### src/rtl/bcd_counter_n.sv
// N-digit cascaded BCD counter: up/down, validated parallel load,
// wrap or saturate at terminal count, sticky overflow.
module bcd_counter_n #(
  parameter int DIGITS = 4,
  parameter bit WRAP   = 1'b1
) (
  input  logic                  clk,
  input  logic                  clr,
  input  logic                  en,
  input  logic                  up,
  input  logic                  load,
  input  logic [4*DIGITS-1:0]   din,
  output logic [4*DIGITS-1:0]   count,
  output logic                  cout,
  output logic                  ovf,
  output logic                  load_err
);

  localparam int W = 4 * DIGITS;

  logic [W-1:0] count_q, count_d;
  logic         ovf_q, ovf_d;
  logic         lerr_q, lerr_d;

  logic [W-1:0] inc_v, dec_v;
  logic         all9, all0, din_ok, term;

  always_comb begin : ripple
    logic       c;
    logic       b;
    logic [3:0] dig;
    inc_v  = count_q;
    dec_v  = count_q;
    all9   = 1'b1;
    all0   = 1'b1;
    din_ok = 1'b1;
    c      = 1'b1;
    b      = 1'b1;
    dig    = '0;
    for (int i = 0; i < DIGITS; i++) begin
      dig = count_q[4*i +: 4];
      if (dig != 4'd9) all9 = 1'b0;
      if (dig != 4'd0) all0 = 1'b0;
      if (c) begin
        if (dig == 4'd9) begin
          inc_v[4*i +: 4] = 4'd0;
        end else begin
          inc_v[4*i +: 4] = dig + 4'd1;
          c = 1'b0;
        end
      end
      if (b) begin
        if (dig == 4'd0) begin
          dec_v[4*i +: 4] = 4'd9;
        end else begin
          dec_v[4*i +: 4] = dig - 4'd1;
          b = 1'b0;
        end
      end
      if (din[4*i +: 4] > 4'd9) din_ok = 1'b0;
    end
  end

  assign term = up ? all9 : all0;

  always_comb begin
    count_d = count_q;
    ovf_d   = ovf_q;
    lerr_d  = 1'b0;
    if (load) begin
      if (din_ok) begin
        count_d = din;
        ovf_d   = 1'b0;
      end else begin
        lerr_d  = 1'b1;
      end
    end else if (en) begin
      // the ripple already yields all-0s / all-9s at terminal count
      if (term) begin
        ovf_d = 1'b1;
        if (WRAP) count_d = up ? inc_v : dec_v;
      end else begin
        count_d = up ? inc_v : dec_v;
      end
    end
  end

  always_ff @(posedge clk or posedge clr) begin
    if (clr) begin
      count_q <= '0;
      ovf_q   <= 1'b0;
      lerr_q  <= 1'b0;
    end else begin
      count_q <= count_d;
      ovf_q   <= ovf_d;
      lerr_q  <= lerr_d;
    end
  end

  assign count    = count_q;
  assign ovf      = ovf_q;
  assign load_err = lerr_q;
  assign cout     = en & ~load & term;

endmodule

### config.mk
export PLATFORM = sky130hd
export DESIGN_NAME = bcd_counter_n
export DESIGN_NICKNAME = d
export VERILOG_FILES = /design/src/rtl/bcd_counter_n.sv
export SDC_FILE = /design/constraint.sdc
export NUM_CORES = 1
export LEC_CHECK = 0
export ABC_CLOCK_PERIOD_IN_PS = 4000
export CAP_MARGIN = 20
export CORE_ASPECT_RATIO = 1.2
export CORE_MARGIN = 10
export CORE_UTILIZATION = 65
export DETAILED_ROUTE_END_ITERATION = 12
export DONT_BUFFER_PORTS = 1
export PLACE_DENSITY = 0.81
export REMOVE_ABC_BUFFERS = 1
export SLEW_MARGIN = 20
export SYNTH_ARGS = -nofsm -noshare
export SYNTH_HDL_FRONTEND = slang
export SYNTH_SLANG_ARGS = --single-unit
export TNS_END_PERCENT = 5
### constraint.sdc
create_clock -name clk -period 4 [get_ports clk]
set_clock_uncertainty 0.15 [all_clocks]
set_input_delay 0.6 -clock clk [delete_from_list [all_inputs] [get_ports clk]]
set_output_delay 0.6 -clock clk [all_outputs]
set_load 0.05 [all_outputs]
# ---- After elaboration in Yosys (flattened, before gate mapping)
# Cells that the tools add are included.
dict set report word_totals {
  ff_bits 18
  latch_bits 0
  ram_bits 0
  romBits 0
  inputBits 21
  output_inout_bits 19
  word_cells 98
  n_memories 0
}
dict set report op_classes {
  addsub 8
  n_mul 0
  div_mod_pow 0
  magnitude_cmp 4
  n_eq_ne 12
  n_shift 0
  mux 47
  n_bitwise 3
  reduce_logical 18
}
# op n
set ops {}
lappend ops {{$mux 16} 4}
lappend ops {{$mux 4} 14}
lappend ops {{$mux 1} 29}
lappend ops {{$add 4x1->4 const B} 4}
lappend ops {{$eq 4x4->1 const B} 4}
lappend ops {{$gt 4x4->1 const B} 4}
lappend ops {{$logic_not 4->1} 4}
lappend ops {{$ne 4x4->1 const B} 4}
lappend ops {{$reduce_bool 4->1} 4}
lappend ops {{$sub 4x1->4 const B} 4}
lappend ops {{$reduce_and 4->1} 3}
lappend ops {{$ne 3x1->1 const B} 3}
lappend ops {{$reduce_bool 3->1} 3}
lappend ops {{$reduce_bool 2->1} 2}
lappend ops {{$reduce_and 3->1} 1}
lappend ops {{$and 1x1->1} 2}
lappend ops {{$ne 2x1->1 const B} 1}
lappend ops {{$reduce_and 2->1} 1}
lappend ops {{$not 1->1} 1}

# ---- Longest topological paths before layout
dict set report logic_depth {
  word_depth 9
  mapped_depth 7
  depth_no_buf 5
}

# ---- Least setup slack after synthesis
# No wires, ideal clock.
dict set report synth_path {
  path_kind {reg2out}
  startpoint {reg count_q[9] (netlist: count[9])}
  endpoint {out cout}
  arrival_time_ns 2.976
  t_required_ns 3.250
  slack_ns 0.274
  stages_incl_launch_ff 6
  n_path_buf 1
  path_cell_list {dfrtp_1 > buf_2 > nor4_2 > nand4b_1 > a21bo_2 > nor4b_1}
}
dict set report synth_between {
  elab_chain_cells 5
  elab_cells_between_ends 8
  classes_between {eq/ne: 1; mux: 5; bitwise: 1; reduce/logical: 1}
}
# item line_no
set synth_rtl {}
lappend synth_rtl {{start: declaration} 21} ;# logic [W-1:0] count_q, count_d;
lappend synth_rtl {{start signal: assignment} 94} ;# count_q <= count_d;
lappend synth_rtl {{$ne 4x4->1 / $reduce_bool 4->1 (equally long branches)} {42, 43}}
lappend synth_rtl {{$mux 1, on equally long branches (2 in series)} {42, 43}}
lappend synth_rtl {{$mux 1 *} 64} ;# assign term = up ? all9 : all0;
lappend synth_rtl {{$and 1x1->1 *} 103} ;# assign cout = en & ~load & term;
lappend synth_rtl {{end: declaration} 14} ;# output logic cout,
# Every way passes the cells marked *; elsewhere a longest branch is shown, timed or not.

# ---- Worst setup path in the final report
dict set report layout_path {
  startpoint {reg count_q[0] (netlist: count[0])}
  endpoint {out cout}
}
dict set report layout_between {
  elab_chain_cells 7
  elab_cells_between_ends 12
  classes_between {eq/ne: 1; mux: 9; bitwise: 1; reduce/logical: 1}
}
# item line_no
set layout_rtl {}
lappend layout_rtl {{$ne 4x4->1 / $reduce_bool 4->1 (equally long branches)} {42, 43}}
lappend layout_rtl {{$mux 1, on equally long branches (4 in series)} {42, 43}}
lappend layout_rtl {{$mux 1 *} 64}
lappend layout_rtl {{$and 1x1->1 *} 103}
# Marks and branches as above.

==> key figures <==
Outcome
  – Status: finished clean

Final layout
  – Layout cell share with drive strength beyond 1: 14.8%
  – Antenna diode count: 0
  – P&R area growth vs syn: -0.0749%
  – Most frequent cells in the layout: 21 x nand2_1, 18 x nor2_1, 18 x dfrtp_1, 12 x inv_1
  – Commonest non-fill, non-tap cell in the layout: nand2_1
  – Final Cell Area: 1670 um2
  – Final net count: 211

Clock network
  – CTS Root Cell: clkbuf_4
  – # H-tree levels: 1
  – CTS Sinks: 18
  – Clock-pin slew on the worst setup and hold paths: 0.11 ns
  – CTS tree: built
  – Hold Buf Count CTS: 0
  – Clk_lat worst skew: 0.30 ns
  – Max clock buf depth: 2
  – Post-CTS resize count: 0
  – Number of buffers created by CTS: 3
  – Postcts setup bufs: 0

Logic synthesis
  – Avg Cell Area, Syn: 8.21 um2
  – Synth Instances: 203
  – Post-Synth Adder-Cell Area: 0%
  – Simple-gate share of the synthesized area: 24.1%
  – Sequential fraction of the synthesis area: 27.0%
  – Post-synthesis mux area share: 6.38%
  – Main synth FF type: dfrtp_1
  – Asr flop ratio synth: 100%
  – Largest family of logic cells by synthesized area: compound AO/OA/AOI/OAI gates
  – Synth warn: 0
  – Distinct cells, synth: 60
  – Post-synthesis compound-gate area fraction: 32.1%
  – Post-Synth XOR/XNOR Area: 2.10%
  – Post-synth EDFFs: 0
  – Synthesized area: 1670 um2
  – Synth Register Bits: 18

Power and ir drop
  – Leakage power: 0.665 nW
  – Clock power frac: 10.0%
  – P_sw: 0.688 mW
  – Sw Ratio: 58.1%
  – Comb pwr share: 31.9%
  – Reg power frac: 58.1%
  – Internal power: 0.497 mW
  – Pwr/cell area: 711 nW/um2
  – Peak supply drop: 542 uV

STA
  – Max Freq: 0.318 GHz
  – RSZ-0062 raised after global routing: no
  – Final cycle utilization of the critical path: 78.7%
  – Setup-failing EPs final: 0
  – Final Hold Violating Endpoints: 0
  – Slew Viols, Final: 0
  – Fin crit period: 3.15 ns
  – TNS Setup: 0 ns
  – Least-Margin Pin Slew: 0.881 ns
  – Slew margin rel.: 41.3%

Global routing
  – Overflow after GRT: 0
  – Global-route wire length before repair: 6660 um
  – Initial antenna violation count: 0
  – Vias in the first global route: 1345
  – Total GRT Usage: 16.7%
  – Largest net degree at the start of global routing: 34

Place
  – Placed cell area: 1630 um2
  – IO Port Bufs: 0
  – GP Congestion: 0.834
  – Post-DP HPWL: 3080 um

Detailed routing
  – Drt initial violations: 153
  – Via count: 1501
  – Routed WL per cell: 19.5 um
  – Pre-antenna DRT Iters: 4
  – DRT antenna net count: 0
  – Via/cell ratio: 6.76
  – Final wirelength: 4330 um
  – Detailed-route DRC error count: 0

Floorplanning
  – Die area: 5000 um2
  – Die Span X: 66.2 um
  – Initial Util: 66.6%
  – Row count: 20
  – Die height: 75.5 um
  – IO Count: 40
  – Core Area: 2500 um2

Min path
  – Hold Crit Class: primary input to asynchronous set/reset pin

Worst setup path
  – Crit path max-delay family: flip-flops
  – Worst EP required: 3.25 ns
  – CP Launch Type: flop
  – CP max FO: 14
  – WP data arrival: 2.40 ns
  – WS Path Type: flop to primary output
  – Slowest-stage cell, CP: dfrtp_1
  – Critical path endpoint category: primary output
  – Crit-path most repeated cell: and4_1
  – Buf+Inv Stages, Crit Path: 1
  – CP cell instances: and4_1 -> and4_1 -> a21bo_2 -> nor4b_2 -> buf_4
  – Slowest stage delay, CP: 0.94 ns

Job
  – MaxCap Viol Count: 0
==> registers in the layout, summed over array words and instances, names as in the netlist <==
register / flops
load_err: 1
ovf: 1
count: 16
==> worst reg2reg max path, cell delays in order (launching register included) <==
cell and delay (ns):
dfrtp_1 0.94, and4_1 0.37, and4_1 0.22, a21oi_1 0.09
a211o_4 0.34, mux2_4 0.30
==> power groups by stage <==
stage | sequential, mW | combinational (mW) | clock (mW)
4_1_cts | 0.686 | 0.379 | 0.120
2_1_floorplan | 0.632 | 0.323 | 0
3_5_place_dp | 0.691 | 0.374 | 0
3_3_place_gp | 0.681 | 0.356 | 0
6_report | 0.688 | 0.378 | 0.119
5_1_grt | 0.711 | 0.421 | 0.129
==> through the flow <==
| step | util (%) | hold slack [ns] | setup WS (ns) | std cells | power (mW) |
|---|---|---|---|---|---|
| 2_1_floorplan | - | 0.389 | 0.189 | 184 | 0.955 |
| 3_3_place_gp | 65.1 | 0.471 | 1.25 | 218 | 1.04 |
| 3_5_place_dp | 65.1 | 0.494 | 1.21 | 218 | 1.06 |
| 4_1_cts | 66.6 | 0.159 | 0.844 | 222 | 1.18 |
| 5_1_grt | 66.6 | 0.170 | 0.758 | 222 | 1.26 |
| 6_report | 66.6 | 0.139 | 0.851 | 222 | 1.18 |
==> cell usage after synthesis, drive strengths merged (2+ instances only) <==
library cell  instances  area share [%]
nand3                 2            0.60
or3                   2             1.1
o31ai                 4             2.7
nor4                  4             2.8
a21boi                3             1.6
nor2                 18             4.1
a221oi                3             1.6
nor2b                 3             1.1
clkbuf                9             2.0
nand4                 2            0.75
or2                   2            0.75
and3                  3             1.1
o21ai                15             4.5
inv                  12             2.7
mux2i                 5             3.0
a21oi                12             4.1
nor3                  6             1.8
buf                  10             3.5
and4                  3             1.6
nand2                21             4.7
a31oi                 2            0.75
dfrtp                18              27
a211oi               11             5.6
mux2                  4             3.4
nor4b                 2             1.1
xnor2                 3             1.6
o22ai                 2            0.75
nand2b                2            0.90
==> routing by layer <==
| layer | vias to the layer above | global-route usage [%] | share of wire, % |
|---|---|---|---|
| li1 | 723 | - | - |
| met1 | 709 | 20.3 | 40 |
| met2 | 62 | 27.5 | 49 |
| met3 | 7 | 4.41 | 8.9 |
| met4 | 0 | 6.53 | 1.3 |
| met5 | - | 0 | 0 |
==> final cells by class <==
cell class / instances / area (um2)
flip-flops and latches: 18 / 450
multi-input cells: 154 / 1080
repair buffers: 1 / 7.51
fillers: 220 / 837
inverters: 12 / 45.0
well taps: 33 / 41.3
clock buffers: 4 / 36.3
==> final timing paths <==
check,from,to,slack (ns),cells after the start
worst max-delay path,count[0],cout,0.85,5
worst min-delay path,clr,count[7],0.14,1
worst max register to register,count[0],count[13],1.49,5
worst min register to register,ovf,ovf,0.68,2
max in group asynchronous,clr,load_err,3.11,1
min in group clk,load,ovf,0.21,1
==> cell families (layout without fill, tap and decap cells) <==
group           count (synthesis)  after routing
compound gates                 67             67
xor+xnor                        4              4
buf+inv                        31             17
flops                          18             18
mux                             9              9
simple gates                   74             74
(Power assumes the default switching activity.)
==> RTL edit (same flow settings) <==
Change the parameter `DIGITS` from 4 to 6.
--- a/src/rtl/bcd_counter_n.sv
+++ b/src/rtl/bcd_counter_n.sv
@@ -1,7 +1,7 @@
 // N-digit cascaded BCD counter: up/down, validated parallel load,
 // wrap or saturate at terminal count, sticky overflow.
 module bcd_counter_n #(
-  parameter int DIGITS = 4,
+  parameter int DIGITS = 6,
   parameter bit WRAP   = 1'b1
 ) (
   input  logic                  clk,
Interface: changed (resized count and din); port bits go from 40 to 56. No check against the original RTL was run, so the function may have changed too.
==> RTL edit against the unedited design <==
  * The flow now finishes with violations (hold timing)
  * Largest cell class unchanged
  * Sequential power shrank 9.4%
  * Clock power grew 30%
  * Sequential cell count grew 8
  * Combinational power grew 120%
  * Highest routed layer unchanged
  * Synthesized cell count grew 55%
  * Setup slack lost 0.45 ns
  * Cell area grew 54%
  * Area after synthesis grew 47%
  * Critical path depth grew 1
  * Count of clock-buffer cells in the layout shrank 1
  * First-iteration DRC count shrank 7.2%
  * Power grew 36%
  * Routed wire length grew 51%
  * Sequential share of layout area shrank 1.7 points
==> RTL edit: results (changes against the unedited design) <==
p_comb_frac: 0.518  # +0.199
cp_slowest_stage_delay_ns: 0.64  # -0.30 ns
yosys-top-cells-count: "30 x nand2_1, 27 x clkbuf_1, 26 x dfrtp_1, 19 x o21ai_0, 17 x inv_1"
use_met1: 0.2248  # +0.02150
yosys-top-cells-area: "dfrtp_1 27%, nand2_1 4.6%, clkbuf_1 4.1%"
drtIter0Drc: 142  # -7.2%
grt_max_degree: 58  # +71%
cp_top_family: "simple AND/OR/NAND/NOR gates"
seq_area_frac_synth: 0.2663  # -0.004013
worstPathArrival_ns: 2.85  # +0.45 ns
p_sw_mw: 0.8868  # +29%
p_leak_nw: 1.022  # +54%
filler_cell_count: 320  # +45%
insertion_delay_ns: 0.28  # -0.02 ns
grt.total_usage: 0.1930  # +0.02570
seqPwrFrac: 0.387  # -0.194
startpoint: "count[7]"
period_minus_slack_ns: 3.601  # +0.4521 ns
r2r_slack_ns: 1.19  # -0.30 ns
nets: 333  # +58%
grt_pass1_wl_microns: 10910  # +64%
largest_register_ffs: 24  # +8
cts.clk_slew.worst_paths_ns: 0.09  # -0.02 ns
reg2reg_to: "count[18]"
irDropWorstVdd_mv: 0.3854  # -29%
synth.distinct_cells: 64  # +6.7%
cp_max_fo: 7  # -7
root_buffer: "clkbuf_8"
whs_ns: -0.006328  # -0.1453 ns
failed_checks: "hold timing"
gp_congestion: 0.8481  # +1.7%
maxSlewHeadroom: 0.4361  # +0.02321
cpMaxStageDelayCell: "or4_4"
outcome: "finished with violations"
grt_pass1_vias: 2252  # +67%
drive_gt1_frac: 0.1060  # -0.04219
use_met3: 0.04855  # +0.004436
grtUsageMet2: 0.3359  # +0.06115
hold_violations: 9  # +9
-- RTL edit: cell count changes after synthesis, sizes merged, moves of 5 or more --
| cell | before | now |
|---|---|---|
| nand2 | 21 | 31 |
| nor3 | 6 | 11 |
| clkbuf | 9 | 27 |
| o22ai | 2 | 7 |
| inv | 12 | 17 |
| buf | 10 | 5 |
| or4 | 0 | 8 |
| dfrtp | 18 | 26 |
| o21ai | 15 | 34 |
-- RTL edit: metrics by stage --
stage / power (mW) / instances / worst slack (ns) / area, sq um
6_report: 1.613 / 354 / 0.3989 / 2569
5_1_grt: 1.726 / 354 / 0.2187 / 2569
4_1_cts: 1.607 / 353 / 0.3969 / 2541
3_5_place_dp: 1.456 / 350 / 0.7112 / 2500
3_3_place_gp: 1.434 / 350 / 0.7403 / 2500
2_1_floorplan: 1.242 / 282 / 0.4065 / 2315
-- RTL edit: final cells by class --
cell class | instances | share of cell area
tap | 52 | 0.02533
multi-input combinational | 239 | 0.6230
timing repair buffer | 17 | 0.05748
sequential | 26 | 0.2533
inverter | 17 | 0.02484
clock buffer | 3 | 0.01607
-- RTL edit: cell families (layout without fill, tap and decap cells) --
| group | count (synthesis) | count (layout) | synth area share |
|---|---|---|---|
| compound gates | 107 | 107 | 0.3082 |
| xor+xnor | 8 | 8 | 0.02867 |
| buf+inv | 49 | 37 | 0.07885 |
| flops | 26 | 26 | 0.2663 |
| mux | 15 | 15 | 0.06759 |
| simple gates | 109 | 109 | 0.2504 |
-- RTL edit: layer usage --
metal,wire length (microns),share of wire
met1,2530,0.39
met2,3329,0.51
met3,555,0.085
met4,124,0.019
met5,0,0
